==> src/rtl/seq_divider.sv <==
// seq_divider: radix-2 restoring divider for RV32M div/divu/rem/remu with RISC-V edge-case semantics
module seq_divider #(
  parameter int DATA_WIDTH = 32
) (
  input  logic                  clk,
  input  logic                  rst_n,
  input  logic                  start_i,
  input  logic [1:0]            op_i,
  input  logic [DATA_WIDTH-1:0] a_i,
  input  logic [DATA_WIDTH-1:0] b_i,
  output logic                  busy_o,
  output logic                  valid_o,
  output logic [DATA_WIDTH-1:0] res_o
);
  localparam int W  = DATA_WIDTH;
  localparam int CW = $clog2(W + 1);
  typedef enum logic [1:0] {IDLE, CALC, DONE} state_t;
  state_t          state;
  logic [CW-1:0]   cnt;
  logic [W:0]      rem;
  logic [W-1:0]    quo, dvs;
  logic            is_rem, neg;
  logic            sa, sb, div0, ovf;
  logic [W-1:0]    mag_a, mag_b, res_sel, res_next;
  logic [W:0]      shifted;
  logic [W+1:0]    trial;
  always_comb begin
    sa       = !op_i[0] && a_i[W-1];
    sb       = !op_i[0] && b_i[W-1];
    mag_a    = sa ? -a_i : a_i;
    mag_b    = sb ? -b_i : b_i;
    div0     = b_i == '0;
    ovf      = !op_i[0] && a_i == {1'b1, {(W-1){1'b0}}} && b_i == '1;
    shifted  = {rem[W-1:0], quo[W-1]};
    // one extra bit so a negative trial is visible in the MSB
    trial    = {1'b0, shifted} - {2'b0, dvs};
    res_sel  = is_rem ? rem[W-1:0] : quo;
    res_next = neg ? -res_sel : res_sel;
  end
  always_ff @(posedge clk or negedge rst_n) begin
    if (!rst_n) begin
      state   <= IDLE;
      cnt     <= '0;
      rem     <= '0;
      quo     <= '0;
      dvs     <= '0;
      is_rem  <= 1'b0;
      neg     <= 1'b0;
      busy_o  <= 1'b0;
      valid_o <= 1'b0;
      res_o   <= '0;
    end else begin
      valid_o <= 1'b0;
      case (state)
        IDLE: if (start_i) begin
          busy_o <= 1'b1;
          is_rem <= op_i[1];
          dvs    <= mag_b;
          // special cases preload the final magnitudes and skip CALC
          if (div0) begin
            quo   <= '1;
            rem   <= {1'b0, a_i};
            neg   <= 1'b0;
            state <= DONE;
          end else if (ovf) begin
            quo   <= {1'b1, {(W-1){1'b0}}};
            rem   <= '0;
            neg   <= 1'b0;
            state <= DONE;
          end else begin
            quo   <= mag_a;
            rem   <= '0;
            neg   <= op_i[1] ? sa : sa ^ sb;
            cnt   <= CW'(W);
            state <= CALC;
          end
        end
        CALC: begin
          rem   <= trial[W+1] ? shifted : trial[W:0];
          quo   <= {quo[W-2:0], !trial[W+1]};
          cnt   <= cnt - 1'b1;
          state <= cnt == CW'(1) ? DONE : CALC;
        end
        DONE: begin
          res_o   <= res_next;
          valid_o <= 1'b1;
          busy_o  <= 1'b0;
          state   <= IDLE;
        end
        default: state <= IDLE;
      endcase
    end
  end
endmodule

==> config.mk <==
export PLATFORM = sky130hd
export DESIGN_NAME = seq_divider
export DESIGN_NICKNAME = d
export VERILOG_FILES = /design/src/rtl/seq_divider.sv
export SDC_FILE = /design/constraint.sdc
export NUM_CORES = 1
export LEC_CHECK = 0
export CAP_MARGIN = 20
export CORE_MARGIN = 2
export CORE_UTILIZATION = 45
export CTS_CLUSTER_DIAMETER = 200
export CTS_CLUSTER_SIZE = 16
export DETAILED_ROUTE_END_ITERATION = 6
export PLACE_DENSITY = 0.66
export SYNTH_ARGS = -nofsm -noshare
export SYNTH_HDL_FRONTEND = slang
export SYNTH_SLANG_ARGS = --single-unit
==> constraint.sdc <==
create_clock -name clk -period 4.35 [get_ports clk]
set_input_delay 1.305 -clock clk [delete_from_list [all_inputs] [get_ports clk]]
set_output_delay 1.305 -clock clk [all_outputs]
set_load 0.005 [all_outputs]
Yosys cells after proc, flatten, opt, wreduce, memory -nomap -nowiden:

Index checks and enable logic that the tools add are counted.

* register bits after elaboration: 140
* logic and storage cells: 65

* reductions and logical operators: 14
* bitwise operators: 1
* muxes and demuxes: 27
* equality and inequality tests: 8
* $add $sub $neg: 5

Operators with widths (count)
* 32-bit two-way mux: 10
* 32-bit one-hot mux with 2 select lines: 2
* 32-bit negator: 3
* 32-bit equality test (second input constant): 2
* 33-bit by 32-bit subtractor with 34-bit output: 1
* 32-bit logical NOT: 1
* 6-bit two-way mux: 3
* 6-bit one-hot mux with 2 select lines: 1
* 2-bit two-way mux: 4
* 6-bit by 1-bit equality test with 1-bit output (second input constant): 1
* 2-bit inequality test (second input constant): 3
* 2-bit AND reduction: 3
* 6-bit by 1-bit subtractor with 6-bit output (second input constant): 1
* 1-bit two-way mux: 5
* 1-bit logical AND: 4
* 2-bit one-hot mux with 2 select lines: 1
* 4-bit AND reduction: 1
* 2-bit nonzero test: 2
* 2-bit by 1-bit equality test with 1-bit output (second input constant): 1
* 2-bit equality test (second input constant): 1
* 1-bit logical NOT: 2
* 2-bit logical NOT: 1
* 1-bit one-hot mux with 2 select lines: 1
* 1-bit XOR: 1

Depth between registers and ports, before layout:

Gate-level depths: netlist (run 1).

* depth in word-level cells: 7
* mapped depth: 14
* depth with buffers taken out: 12

Least setup slack after synthesis (run 1):

No wires, ideal clock.

* path type: input to register
* from: input a_i[2]
* to: register quo[0]
* buffers on the path: 2
* arrival time: 3.232 ns
* slack: 0.980 ns
* stages on the path: 9
* cell sequence: or4_4 nor4_4 nand2_2 nor4_4 buf_6 nor2_2 buf_6 a211oi_2 o21ai_1

* cells in the longest elaborated chain, start to end: 7

Ends and longest elaborated chain
* start, declared: RTL line 9 `input logic [DATA_WIDTH-1:0] a_i,`
* 32-bit equality test: RTL line 33 `ovf = !op_i[0] && a_i == {1'b1, {(W-1){1'b0}}} && b_i == '1;`
* 1-bit logical AND (2 in a row): RTL line 33
* 32-bit two-way mux: RTL line 65 `end else if (ovf) begin`
* 32-bit two-way mux: RTL line 60 `if (div0) begin`
* 32-bit two-way mux: RTL line 55 `IDLE: if (start_i) begin`
* 32-bit one-hot mux with 2 select lines: RTL line 54 `case (state)`
* end signal, assigned: RTL line 66 `quo <= {1'b1, {(W-1){1'b0}}};`
* end signal, assigned: RTL line 71 `quo <= mag_a;`
* end signal, assigned: RTL line 80 `quo <= {quo[W-2:0], !trial[W+1]};`
* end, declared: RTL line 21 `logic [W-1:0] quo, dvs;`

Every way passes these cells. The select of a mux whose other input is x is not followed.
A chain may end at the register's enable or synchronous reset.

Final worst setup path (run 1):

* from: input a_i[20]
* to: register cnt[2]

* cells in the longest elaborated chain, start to end: 5

Ends and longest elaborated chain
* 32-bit equality test: RTL line 33
* 1-bit logical AND (2 in a row): RTL line 33
* 2-bit inequality test (no line)
* 4-bit AND reduction (no line)
* end signal, assigned: RTL line 74 `cnt <= CW'(W);`
* end signal, assigned: RTL line 81 `cnt <= cnt - 1'b1;`
* end, declared: RTL line 19 `logic [CW-1:0] cnt;`

Every way passes these cells.

==> results.ini, run 1 <==
[placed_design]
place_congestion = 0.914
port_buffers = 102
hpwlAfterDp_um = 20800
dp_slack_ps = 254
post_dp_cell_area_sq_um = 11600

[worst_setup_path]
rrSetupSlack_ps = 1000
cp.arrival_ps = 3970
path_class = primary input to register
reg2reg_from = quo[31]
cp-startpoint = a_i[20]
end_kind = register
critical_path.max_fanout = 5
setup.worst_path.start_class = primary input
worstPathRequired_ps = 4650

[routing]
drt_wl_total_um = 27100
post_drt_wl_per_cell_um = 17.1
drtAntennaViolNets = 0
num_vias = 8992
drc = 0
drt_iter0_markers = 573
firstDrtPassIters = 5
via_per_inst = 5.69

[finish]
diodes = 0
final_area_sq_um = 12200
nNetsFinal = 1391
fin_util_pct = 54.3
syn_to_final_growth_pct = 19.0
drive_gt1_share_pct = 9.95

[cts]
clk_latency_ps = 420
h-tree-depth = 4
path_clk_slew_ps = 60
postCtsSetupBuffers = 0
clock-sinks = 140
root_buffer = clkbuf_16
cts_tree = yes
cts_hold_buf = 0
post_cts_resized = 0
numCtsBuffers = 17
clockBufferDepth = 2

[synth]
synth_top_family_by_area = compound AO/OA/AOI/OAI gates
synth_xor_area_share_pct = 10.3
synth_top_area_share_pct = 34.1
synth-adder-area-share_pct = 4.82
yosys.area_share.simple_pct = 17.6
synth_common_cells = nand2_1, dfrtp_1, o21ai_0
synth-warning-count = 0
ys.flop_type = dfrtp_1
syn_avg_cell_area_sq_um = 8.56
yosysMostFrequentCell = nand2_1
ys_types = 73
synth.area.mux_share_pct = 3.26
synth_fp_nets = 1308
synth_seq_cells = 140
synth_area_leaders = dfrtp_1, xnor2_1, nand2_1, o21ai_0, ha_1
netlist_area_sq_um = 10300
synth_compound_area_share_pct = 24.9
synth_top_cell_by_area = dfrtp_1
syn-instance-count = 1200
seq_area_frac_synth_pct = 34.1
synth_edf_count = 0
async_flop_share_pct = 100

[pwr]
power.leakage_nw = 5.01
max-vdd-ir-drop_mv = 0.326
power_density_nw_per_um2 = 831

[sta]
finalSetupViolations = 0
max_slew.worst_pin.slew_ps = 903
fin_skew_ps = 5.94
rsz0062_at_grt = false
tns_ps = 0
maxSlewHeadroom_pct = 39.8
final_hold_viol_count = 0
timing.hold.ws_ps = 476
setup_slack_ps = 682
drv_slew = 0
layout_min_cycle_time_ps = 3670
fmax_mhz = 273
period_share_pct = 84.3

[die]
std_cell_rows = 55
die-area_sq_um = 24000
io_pins = 103
coreArea_sq_um = 22500
initial_core_util_pct = 45.6
die_height_um = 155
die_w_um = 155

[global_route]
overflow = 0
grtUsageTotal_pct = 23.1
grt_pass1_vias = 8588
grt_max_degree = 79
grt_use_met3_pct = 3.23
grt_antenna_before_repair = 0
grt_busiest_layer = met2
met2_usage_pct = 36.4
grt_pass1_wl_um = 44600
grtUsageMet1_pct = 32.4

[run]
maxCapViolCount = 0

[hold_path]
min_path_type = register to register
hp-start = res_o[25]

[run_status]
run_status = finished clean

==> layout by cell type, fill, tap and decap left out, types with 6 or more instances in the layout <==
cell	Yosys	layout
a21o_1	19	19
a21oi_1	78	78
a221oi_1	14	14
a221oi_2	9	9
a22oi_1	11	11
a22oi_2	10	10
a31oi_1	12	12
buf_12	0	7
buf_4	0	20
clkbuf_16	0	17
clkdlybuf4s50_1	0	101
clkinv_2	0	8
dfrtp_1	140	139
ha_1	38	38
inv_1	55	55
mux2i_1	29	29
nand2_1	171	171
nand2b_1	14	13
nand3_1	13	13
nand4_1	9	9
nor2_1	63	62
nor3_1	24	24
nor3b_1	7	7
o21a_1	9	9
o21ai_0	109	109
o21ai_1	29	29
o221ai_1	9	9
o221ai_2	11	11
o22ai_1	14	14
o31ai_1	12	12
o41ai_1	7	7
or2_2	6	6
or3_1	6	6
xnor2_1	78	78
xor2_1	43	43
==> worst max-delay path, cell delays in order <==
cell and delay [ps]:
clkdlybuf4s50_1 510, or4_4 580, nor4_2 320, nand3b_1 250, nor4_4 370, o21bai_2 190, o21ai_2 120, nand2_2 130
xor2_1 150, nor2_1 60
==> metal layers <==
| layer | up-vias | part of all wire (%) |
|---|---|---|
| met5 | - | 0 |
| met4 | 0 | 2.8 |
| met3 | 41 | 4.8 |
| met2 | 260 | 44 |
| met1 | 4205 | 48 |
| li1 | 4486 | - |
==> layout make-up <==
| cell class | instances | area [sq um] |
|---|---|---|
| Fill cell | 2134 | 10300 |
| Clock inverter | 13 | 124 |
| Clock buffer | 19 | 453 |
| Inverter | 55 | 206 |
| Timing Repair Buffer | 129 | 1310 |
| Multi-Input combinational cell | 940 | 6270 |
| Sequential cell | 140 | 3500 |
| Tap cell | 285 | 357 |
==> path summary, 6_finish.rpt <==
kind                        endpoint  cells after the start
hold reg to reg            res_o[25]                      2
setup reg to reg             rem[24]                     12
min in group asynchronous     dvs[3]                      1
max in group asynchronous    dvs[11]                      2
setup / recovery              cnt[2]                     10
hold / removal             res_o[25]                      2
==> sequential cells by signal, indices dropped and copies added (netlist names), 2 cells and up <==
name and count:
rem 32, cnt 6, state 2, quo 32, res_o 32, dvs 32
==> where the power goes <==
part / switching [mW] / total, mW / internal [mW]
registers: 0.743 / 2.75 / 2.00
logic: 3.19 / 5.98 / 2.80
clock network: 0.564 / 1.43 / 0.866
==> kinds of logic after synthesis <==
family	count (synthesis)
AOI/OAI and AO/OA	381
and+or+nand+nor	366
DFF	140
xor gates and xnor gates	121
buffers and inverters	120
adders and majority gates	39
muxes	33
==> per-stage QoR <==
stage / total power [mW] / cells
final: 10.2 / 1581
after global routing: 11.1 / 1581
after CTS: 10.2 / 1580
after detailed placement: 8.68 / 1548
after global placement: 8.54 / 1548
after floorplan: 7.05 / 1200
(Power assumes the default switching activity.)
==> run 2: changes to the inputs <==
Settings changed: PLACE_DENSITY 0.66 to 0.69.
Clock period 4.35 ns to 3.24 ns, I/O delays scaled along.
==> run 2 against run 1 <==
  * Sequential share of layout area is 2.0 points lower
  * Critical endpoint is now rem[24]
  * Setup slack got worse by 560 ps
  * Clock power rose by 30%
  * Critical path depth up 2
==> results.ini, run 2 (synthesis gave the netlist of run 1 again) <==
[run_status]
run_status = finished clean

[finish]
fillers = 2020  ; -5.3%
diodes = 0  ; unchanged
syn_to_final_growth_pct = 28.2
layout_commonest_cell = nand2_1
drive_gt1_share_pct = 18.0  ; +8.0 points
fin_cells = 1698  ; +7.4%
layout_common_cells = nand2_1, dfrtp_1, buf_4
nNetsFinal = 1508  ; +8.4%

[global_route]
grtUsageTotal_pct = 24.0  ; +0.90 points
grt_max_degree = 67  ; -15%
grt_antenna_before_repair = 0  ; unchanged
overflow = 0  ; unchanged
grt_pass1_vias = 9024  ; +5.1%
grt_pass1_wl_um = 46000  ; +3.2%

[worst_setup_path]
cp-startpoint = quo[31]
path_class = register to register
reg2reg_depth = 12  ; unchanged
slowest_stage = o41a_1
rrSetupSlack_ps = 120  ; -880 ps
critical_path.max_fanout = 3  ; -2
cpMostUsedCell = o22ai_1
reg2reg_from = quo[31]
rr_endpoint = rem[24]
path_cells = inv_1 -> ha_1 -> fa_1 -> nand2b_1 -> a21oi_2 -> o22ai_1 -> o41a_1 -> a31oi_2 -> a31oi_1 -> o21ai_0 -> xnor2_1 -> o22ai_1
setup.worst_path.start_class = register
end_kind = register
max_stage_delay_ps = 450  ; -130 ps
cp_num_cells = 12  ; +2
crit_family = compound AO/OA/AOI/OAI gates
cp-endpoint = rem[24]
worstPathRequired_ps = 3530  ; -1120 ps
cp.arrival_ps = 3410  ; -560 ps
path_buf_inv = 1  ; unchanged

[routing]
drt_iter0_markers = 659  ; +15%
post_drt_wl_per_cell_um = 16.8  ; -1.9%
num_vias = 9496  ; +5.6%
firstDrtPassIters = 5  ; unchanged
via_per_inst = 5.59  ; -1.7%
drtAntennaViolNets = 0  ; unchanged
drc = 0  ; unchanged
drt_wl_total_um = 28500  ; +5.3%

[placed_design]
port_buffers = 102  ; unchanged
hpwlAfterDp_um = 22500  ; +8.3%
place_congestion = 0.914  ; unchanged
dp_cells = 1664  ; +7.5%

[sta]
fin_skew_ps = 10.3  ; +4.31 ps
layout_min_cycle_time_ps = 3120
tns_ps = 0  ; unchanged
finalSetupViolations = 0  ; unchanged
fmax_mhz = 321
final_hold_viol_count = 0  ; unchanged
drv_slew = 0  ; unchanged
max_slew.worst_pin.slew_ps = 822  ; -81.3 ps
maxSlewHeadroom_pct = 45.2  ; +5.4 points
period_share_pct = 96.2

[pwr]
max-vdd-ir-drop_mv = 0.449  ; +38%
switchingPower_mw = 6.33  ; +41%
swShare_pct = 44.6  ; +0.40 points
finalPower_mw = 14.2  ; +40%
power.leakage_nw = 5.56  ; +11%
pwr-share-comb_pct = 61.8  ; +2.9 points
clockPowerShare_pct = 13.1  ; -1.0 points
pwr-share-seq_pct = 25.1  ; -1.9 points
p_int_mw = 7.85  ; +39%
power_density_nw_per_um2 = 1080  ; +30%

[die]
std_cell_rows = 55  ; unchanged
die_height_um = 155  ; unchanged
die_w_um = 155  ; unchanged
coreArea_sq_um = 22500  ; unchanged
io_pins = 103  ; unchanged
initial_core_util_pct = 45.6  ; unchanged
die-area_sq_um = 24000  ; unchanged

[run]
maxCapViolCount = 0  ; unchanged

[cts]
clock-sinks = 140  ; unchanged
clockBufferDepth = 2  ; unchanged
path_clk_slew_ps = 70  ; about the same
root_buffer = clkbuf_16
h-tree-depth = 4  ; unchanged
cts_tree = yes
clk_latency_ps = 440  ; +20 ps
numCtsBuffers = 17  ; unchanged

[hold_path]
min_path_type = primary input to async pin

## run 2: changes by cell type in the layout (fill, tap and decap cells not counted), moves of 3 or more
cell,before,now
inv_6,0,7
buf_4,20,135
clkinv_2,8,0
clkinv_4,1,4
## run 2: per-stage QoR
step           hold WS [ps]  setup slack (ps)  area (sq um)  util [%]
6_report                361               123         13200      58.5
2_1_floorplan           450               157         10300         -
3_5_place_dp            469              -349         12500      55.6
3_3_place_gp            462              -281         12500      55.6
5_1_grt                 372             -11.1         13200      58.5
4_1_cts                 360              94.4         13100      58.1
## run 2: area by class of cell
class | instances | area [sq um] | area share, %
Multi-Input combinational cell | 940 | 6320 | 48.0
Clock buffer | 17 | 425 | 3.23
Inverter | 55 | 206 | 1.57
Timing Repair Buffer | 246 | 2220 | 16.8
Clock inverter | 15 | 130 | 0.989
Sequential cell | 140 | 3500 | 26.6
Tap cell | 285 | 357 | 2.71
## run 2: worst min path at each step
stage              start   endpoint  slack [ps]  cells after the start
2_1_floorplan    dvs[10]    dvs[10]         450                      2
3_3_place_gp     dvs[10]    dvs[10]         460                      2
3_5_place_dp   res_o[19]  res_o[19]         470                      2
4_1_cts            rst_n     dvs[4]         360                      1
5_1_grt            rst_n     dvs[3]         370                      1
6_report           rst_n     dvs[4]         360                      1
## run 2: timing repair
action | 4_1_cts | 5_1_grt
setup endpoints to repair | 0 | 12
buffers inserted | 0 | 1
hold buffers | 0 | 0
gates resized for setup | 0 | 10
hold endpoints to repair | 0 | 0
## run 2: per-layer routing
layer | wire, um | track usage [%] | up-vias
li1 | - | - | 4718
met1 | 13500 | 33.5 | 4502
met2 | 13200 | 38.7 | 246
met3 | 1350 | 3.06 | 30
met4 | 478 | 7.67 | 0
met5 | 0 | 0 | -
## run 2: worst register-to-register path, stage by stage (launching register included)
cell and delay, ps:
dfrtp_1 350, inv_1 100, ha_1 240, fa_1 400
nand2b_1 200, a21oi_2 190, o22ai_1 120, o41a_1 450
a31oi_2 240, a31oi_1 160, o21ai_0 220, xnor2_1 190
o22ai_1 120
## run 2: power groups by stage
| stage | logic [mW] | registers, mW | clock network (mW) |
|---|---|---|---|
| 5_1_grt | 9.71 | 3.68 | 1.96 |
| 6_report | 8.77 | 3.56 | 1.86 |
| 4_1_cts | 8.65 | 3.54 | 1.88 |
| 2_1_floorplan | 6.18 | 3.29 | 0 |
| 3_5_place_dp | 8.59 | 3.57 | 0 |
| 3_3_place_gp | 8.44 | 3.53 | 0 |
